File: config.mk
export PLATFORM = sky130hd
export DESIGN_NAME = song_sequencer
export DESIGN_NICKNAME = d
export VERILOG_FILES = /design/src/rtl/song_sequencer.sv
export SDC_FILE = /design/constraint.sdc
export NUM_CORES = 1
export LEC_CHECK = 0
export BUFFER_PORTS_ARGS = -buffer_cell sky130_fd_sc_hd__buf_4
export CELL_PAD_IN_SITES_DETAIL_PLACEMENT = 1
export CELL_PAD_IN_SITES_GLOBAL_PLACEMENT = 1
export CORE_MARGIN = 5
export CORE_UTILIZATION = 49
export DETAILED_ROUTE_END_ITERATION = 7
export GPL_TIMING_DRIVEN = 0
export HOLD_SLACK_MARGIN = 0.02
export PLACE_DENSITY = 0.87
export SLEW_MARGIN = 10
export SYNTH_ARGS = -nofsm -noshare
export SYNTH_HDL_FRONTEND = slang
export SYNTH_SLANG_ARGS = --single-unit
File: constraint.sdc
create_clock -name clock -period 9.08 [get_ports clock]
set_clock_uncertainty 0.2 [all_clocks]
set_input_delay 0.908 -clock clock [delete_from_list [all_inputs] [get_ports clock]]
set_output_delay 0.908 -clock clock [all_outputs]
set_load 0.1 [all_outputs]
File: src/rtl/song_sequencer.sv
`timescale 1ns/1ps
`default_nettype none
// ============================================================================
// Module  : song_sequencer
// Purpose : Beat sequencer pacing song playback on a fixed tempo grid, with
//           pause, looping, runtime tempo select and missed-beat reporting.
// Revision: 1.0 - initial release
// ============================================================================
module song_sequencer #(
  parameter int SONG_LEN  = 65,
  parameter int CNT_W     = 8,
  parameter int TEMPO_DIV = 25000000,
  parameter int TEMPO_W   = 25
) (
  input  logic             clock,
  input  logic             reset,
  input  logic             start,
  input  logic             pause,
  input  logic             loopEn,
  input  logic [1:0]       tempoSel,
  input  logic             drawDone,
  output logic             shiftSong,
  output logic             addScore,
  output logic             beatIncremented,
  output logic             changeScore,
  output logic             beatMissed,
  output logic             songDone,
  output logic             busy,
  output logic [CNT_W-1:0] songCounter
);

  typedef enum logic [2:0] {
    S_IDLE        = 3'd0,
    S_START       = 3'd1,
    S_WAIT_BEAT   = 3'd2,
    S_PAUSED      = 3'd3,
    S_SHIFT       = 3'd4,
    S_DRAW        = 3'd5,
    S_WAIT_SCREEN = 3'd6
  } state_t;

  localparam logic [TEMPO_W-1:0] C_TEMPO_DIV = TEMPO_W'(TEMPO_DIV);
  localparam logic [CNT_W-1:0]   C_SONG_LEN  = CNT_W'(SONG_LEN);

  state_t             state_q, state_d;
  logic [TEMPO_W-1:0] tempo_cnt_q, tempo_cnt_d;
  logic [CNT_W-1:0]   song_cnt_q, song_cnt_d;
  logic               beat_missed_q, beat_missed_d;
  logic               song_done_q, song_done_d;

  logic [TEMPO_W-1:0] w_period;
  logic               w_tick;
  logic [TEMPO_W-1:0] w_tempo_next;
  logic [CNT_W-1:0]   w_cnt_inc;

  // The >= compare lets a shortened period tick at once instead of wrapping.
  assign w_period     = C_TEMPO_DIV >> tempoSel;
  assign w_tick       = ({1'b0, tempo_cnt_q} + (TEMPO_W+1)'(1)) >= {1'b0, w_period};
  assign w_tempo_next = w_tick ? '0 : tempo_cnt_q + TEMPO_W'(1);
  assign w_cnt_inc    = song_cnt_q + CNT_W'(1);

  always_ff @(posedge clock) begin
    if (reset) begin
      state_q       <= S_IDLE;
      tempo_cnt_q   <= '0;
      song_cnt_q    <= '0;
      beat_missed_q <= 1'b0;
      song_done_q   <= 1'b0;
    end else begin
      state_q       <= state_d;
      tempo_cnt_q   <= tempo_cnt_d;
      song_cnt_q    <= song_cnt_d;
      beat_missed_q <= beat_missed_d;
      song_done_q   <= song_done_d;
    end
  end

  always_comb begin
    state_d       = state_q;
    tempo_cnt_d   = tempo_cnt_q;
    song_cnt_d    = song_cnt_q;
    beat_missed_d = 1'b0;
    song_done_d   = 1'b0;
    case (state_q)
      S_IDLE: begin
        tempo_cnt_d = '0;
        if (start) state_d = S_START;
      end
      S_START: begin
        tempo_cnt_d = '0;
        song_cnt_d  = '0;
        state_d     = S_WAIT_BEAT;
      end
      S_WAIT_BEAT: begin
        tempo_cnt_d = w_tempo_next;
        if (pause)       state_d = S_PAUSED;
        else if (w_tick) state_d = S_SHIFT;
      end
      S_PAUSED: begin
        if (!pause) state_d = S_WAIT_BEAT;
      end
      S_SHIFT: begin
        tempo_cnt_d   = w_tempo_next;
        beat_missed_d = w_tick;
        state_d       = S_DRAW;
      end
      S_DRAW: begin
        tempo_cnt_d   = w_tempo_next;
        beat_missed_d = w_tick;
        state_d       = S_WAIT_SCREEN;
      end
      S_WAIT_SCREEN: begin
        tempo_cnt_d   = w_tempo_next;
        beat_missed_d = w_tick;
        if (drawDone) begin
          if (w_cnt_inc == C_SONG_LEN) begin
            song_done_d = 1'b1;
            if (loopEn) begin
              song_cnt_d = '0;
              state_d    = S_WAIT_BEAT;
            end else begin
              song_cnt_d = w_cnt_inc;
              state_d    = S_IDLE;
            end
          end else begin
            song_cnt_d = w_cnt_inc;
            state_d    = S_WAIT_BEAT;
          end
        end
      end
      default: state_d = S_IDLE;
    endcase
  end

  assign shiftSong       = (state_q == S_SHIFT);
  assign addScore        = (state_q == S_SHIFT);
  assign beatIncremented = (state_q == S_DRAW);
  assign changeScore     = (state_q == S_WAIT_SCREEN);
  assign beatMissed      = beat_missed_q;
  assign songDone        = song_done_q;
  assign busy            = (state_q != S_IDLE);
  assign songCounter     = song_cnt_q;

endmodule
`default_nettype wire

==> flow_metrics.py <==
metrics = {
    "timing": {
        "finalSetupViolations": 0,
        "hold_slack_ps": 282,
        "min_period_ps": 4520,
        "period_share": 0.498,
        "slew_violations": 0,
        "hold_viol": 0,
        "rsz0062_at_grt": "false",
        "timing.fmax_mhz": 221,
        "finalWorstSetupSlack_ps": 4560,
        "tightest_slew_ps": 617,
        "fin_setup_tns_ps": 0,
        "slew_headroom": 0.583,
    },
    "placement": {
        "pre_cts_ws_ps": 4640,
        "gp_congestion": 0.854,
        "hpwl_um": 5710,
        "io_buffers": 22,
        "place_area_sq_um": 2980,
    },
    "setup_path": {
        "critPathKind": "reg -> reg",
        "r2r_slack_ps": 4560,
        "required_ps": 9100,
        "crit_fanout": 10,
        "critPathLaunchType": "register",
        "endpoint_kind": "register",
        "worst_r2r_endpoint": "tempo_cnt_q[19]",
        "critPathArrivalTime_ps": 4540,
        "r2r-start": "tempo_cnt_q[0]",
        "r2r_cells": 17,
    },
    "synthesis": {
        "synth-seq-area-share": 0.279,
        "synth_fa_ha_area_frac": 0.0963,
        "async_reset_ff_frac": 0,
        "synth_top_area_share": 0.279,
        "synth.area.mux_share": 0.0115,
        "synth_area_sq_um": 2730,
        "synth_edf_count": 0,
        "netlist_instances": 326,
        "synthSimpleGateAreaFrac": 0.236,
        "yosysWarningCount": 0,
        "yosysUniqueCellTypes": 61,
        "yosys-top-cells-area": "dfxtp_1, ha_1, a32o_1",
        "synth_top_family_by_area": "compound AO/OA/AOI/OAI gates",
        "synth_top_area_cell": "dfxtp_1",
        "ys.flop_type": "dfxtp_1",
        "synth_compound_area_frac": 0.244,
        "avgSynthCellArea_sq_um": 8.37,
        "synthesis.nets": 355,
        "ys_ff_latch": 38,
        "yosys.area_share.xor_xnor": 0.0610,
    },
    "route": {
        "first_pass_iters": 5,
        "ant_nets": 0,
        "first_iter_violations": 127,
        "routedWlPerCell_um": 18.1,
        "wl_um": 7740,
        "vias": 2618,
        "drc": 0,
        "via_per_inst": 6.12,
    },
    "power": {
        "p_leak_nw": 1.26,
        "finalPower_w": 0.000332,
        "vdd_drop_max_mv": 0.0549,
        "powerDensity_nw_per_um2": 108,
    },
    "global_routing": {
        "grt_pass1_wl_um": 13400,
        "grt_antenna_before_repair": 0,
        "grt.overflow.total": 0,
        "grt_pass1_vias": 2699,
        "grt_max_degree": 12,
        "grt.total_usage": 0.227,
    },
    "layout": {
        "num-nets-final": 384,
        "final_common_cell": "dfxtp_1",
        "design_area_sq_um": 3080,
        "num-fill-cells": 700,
        "drive_above_1_share": 0.149,
        "areaGrowthSynthToFinish_pct": 12.7,
        "insertedDiodeCount": 0,
        "final_cell_mix": "dfxtp_1, nor2_1, nand2_1, buf_4, ha_1",
    },
    "floorplan": {
        "coreArea_sq_um": 5470,
        "start_util": 0.499,
        "floorplan.die_area_sq_um": 7160,
        "die_width_um": 84.6,
        "die_h_um": 84.6,
        "row_count": 27,
        "ios": 23,
    },
    "clock_tree": {
        "cts_inserted_buffers": 5,
        "postCtsHoldBufs": 0,
        "clkTransAtPathRegs_ps": 80,
        "root_buffer": "clkbuf_8",
        "cts_max_level": 2,
        "ctsLongestPathBuffers": 2,
        "tritoncts": "built",
        "cts_sinks": 38,
        "post_cts_buffers": 0,
        "clock_latency_ps": 300,
        "post_cts_resized": 0,
    },
    "hold_path": {
        "hp-start": "tempo_cnt_q[17]",
        "hold_depth": 1,
        "hold_path_class": "reg -> reg",
        "hold_end": "tempo_cnt_q[17]",
    },
    "run_status": {
        "status": "completed",
    },
    "flow_run": {
        "maxCapViolations": 0,
    },
}
==> worst max-delay path by stage <==
stage,startpoint,to,slack [ps],cells past startpoint
3_3_place_gp,tempo_cnt_q[0],tempo_cnt_q[19],4760,17
6_report,tempo_cnt_q[0],tempo_cnt_q[19],4560,17
2_1_floorplan,state_q[2],shiftSong,4760,3
4_1_cts,tempo_cnt_q[0],tempo_cnt_q[19],4600,17
5_1_grt,tempo_cnt_q[0],tempo_cnt_q[2],4280,17
3_5_place_dp,tempo_cnt_q[0],tempo_cnt_q[19],4640,17
==> sequential cells by signal (all words and copies together), names as in the netlist <==
signal	flops
songDone	1
songCounter	8
tempo_cnt_q	25
beatMissed	1
state_q	3
==> cell usage after synthesis, types with 3 or more instances <==
library cell,count
o21ai_0,8
nand2_1,23
o21a_1,3
a22oi_1,3
buf_2,3
and4_1,3
a21oi_1,12
dfxtp_1,38
a211oi_1,3
nor3_1,7
xnor2_1,11
ha_1,21
o31ai_1,9
a21o_1,5
buf_6,5
a32o_2,3
nand3_1,19
nand4_1,10
inv_1,15
nor2b_1,3
nor2_1,24
and2_1,6
clkbuf_1,13
a32o_1,11
and3_1,6
xor2_1,8
a31oi_1,10
==> through the flow <==
stage                      util  instances
after floorplan               -        326
after global placement    0.545        420
after detailed placement  0.545        420
after CTS                 0.562        428
after global routing      0.562        428
final                     0.562        428
==> logic make-up after synthesis <==
kind of cell / count (synthesis)
flops: 38
mux: 3
xor+xnor: 19
compound gates: 87
simple gates: 120
fa+ha+maj: 21
buf+inv: 38
==> per-layer routing <==
layer / GRT usage / up-vias / routed length (um) / part of all wire
li1: - / 1266 / - / -
met1: 0.315 / 1298 / 3700 / 0.48
met2: 0.367 / 46 / 3610 / 0.47
met3: 0.0383 / 8 / 344 / 0.044
met4: 0.0532 / 0 / 84 / 0.011
met5: 0 / - / 0 / 0
==> final cells by class <==
cell class                      instances  area [sq um]  area share
Clock buffer                            7          86.3      0.0281
Sequential cell                        38           761       0.247
Multi-Input combinational cell        250          1770       0.576
Buffer                                 23           141      0.0460
Tap cell                               72          90.1      0.0293
Inverter                               15          56.3      0.0183
Clock inverter                          1          5.00     0.00163
Timing Repair Buffer                   22           165      0.0537
==> critical path, cell delays in order (launching register included) <==
cell and delay (ps):
dfxtp_1 400, ha_1 250, and2_1 140, clkbuf_1 250
nand3_1 190, or3_1 420, clkbuf_1 170, or2_1 290
xnor2_1 150, ha_1 300, and3_1 210, a221oi_1 310
o41a_1 280, nand2_2 90, a21oi_4 330, buf_6 220
a21oi_1 80, mux2i_1 130
==> report_power, final <==
group,switching (W),total [W],leakage [nW],internal (W)
clock network,0.0000637,0.000125,0.0482,0.0000614
registers,0.00000118,0.000169,0.306,0.000168
logic,0.0000261,0.0000380,0.905,0.0000119
total,0.0000910,0.000332,1.26,0.000241
Note: power is estimated with default switching activity, not from simulation.
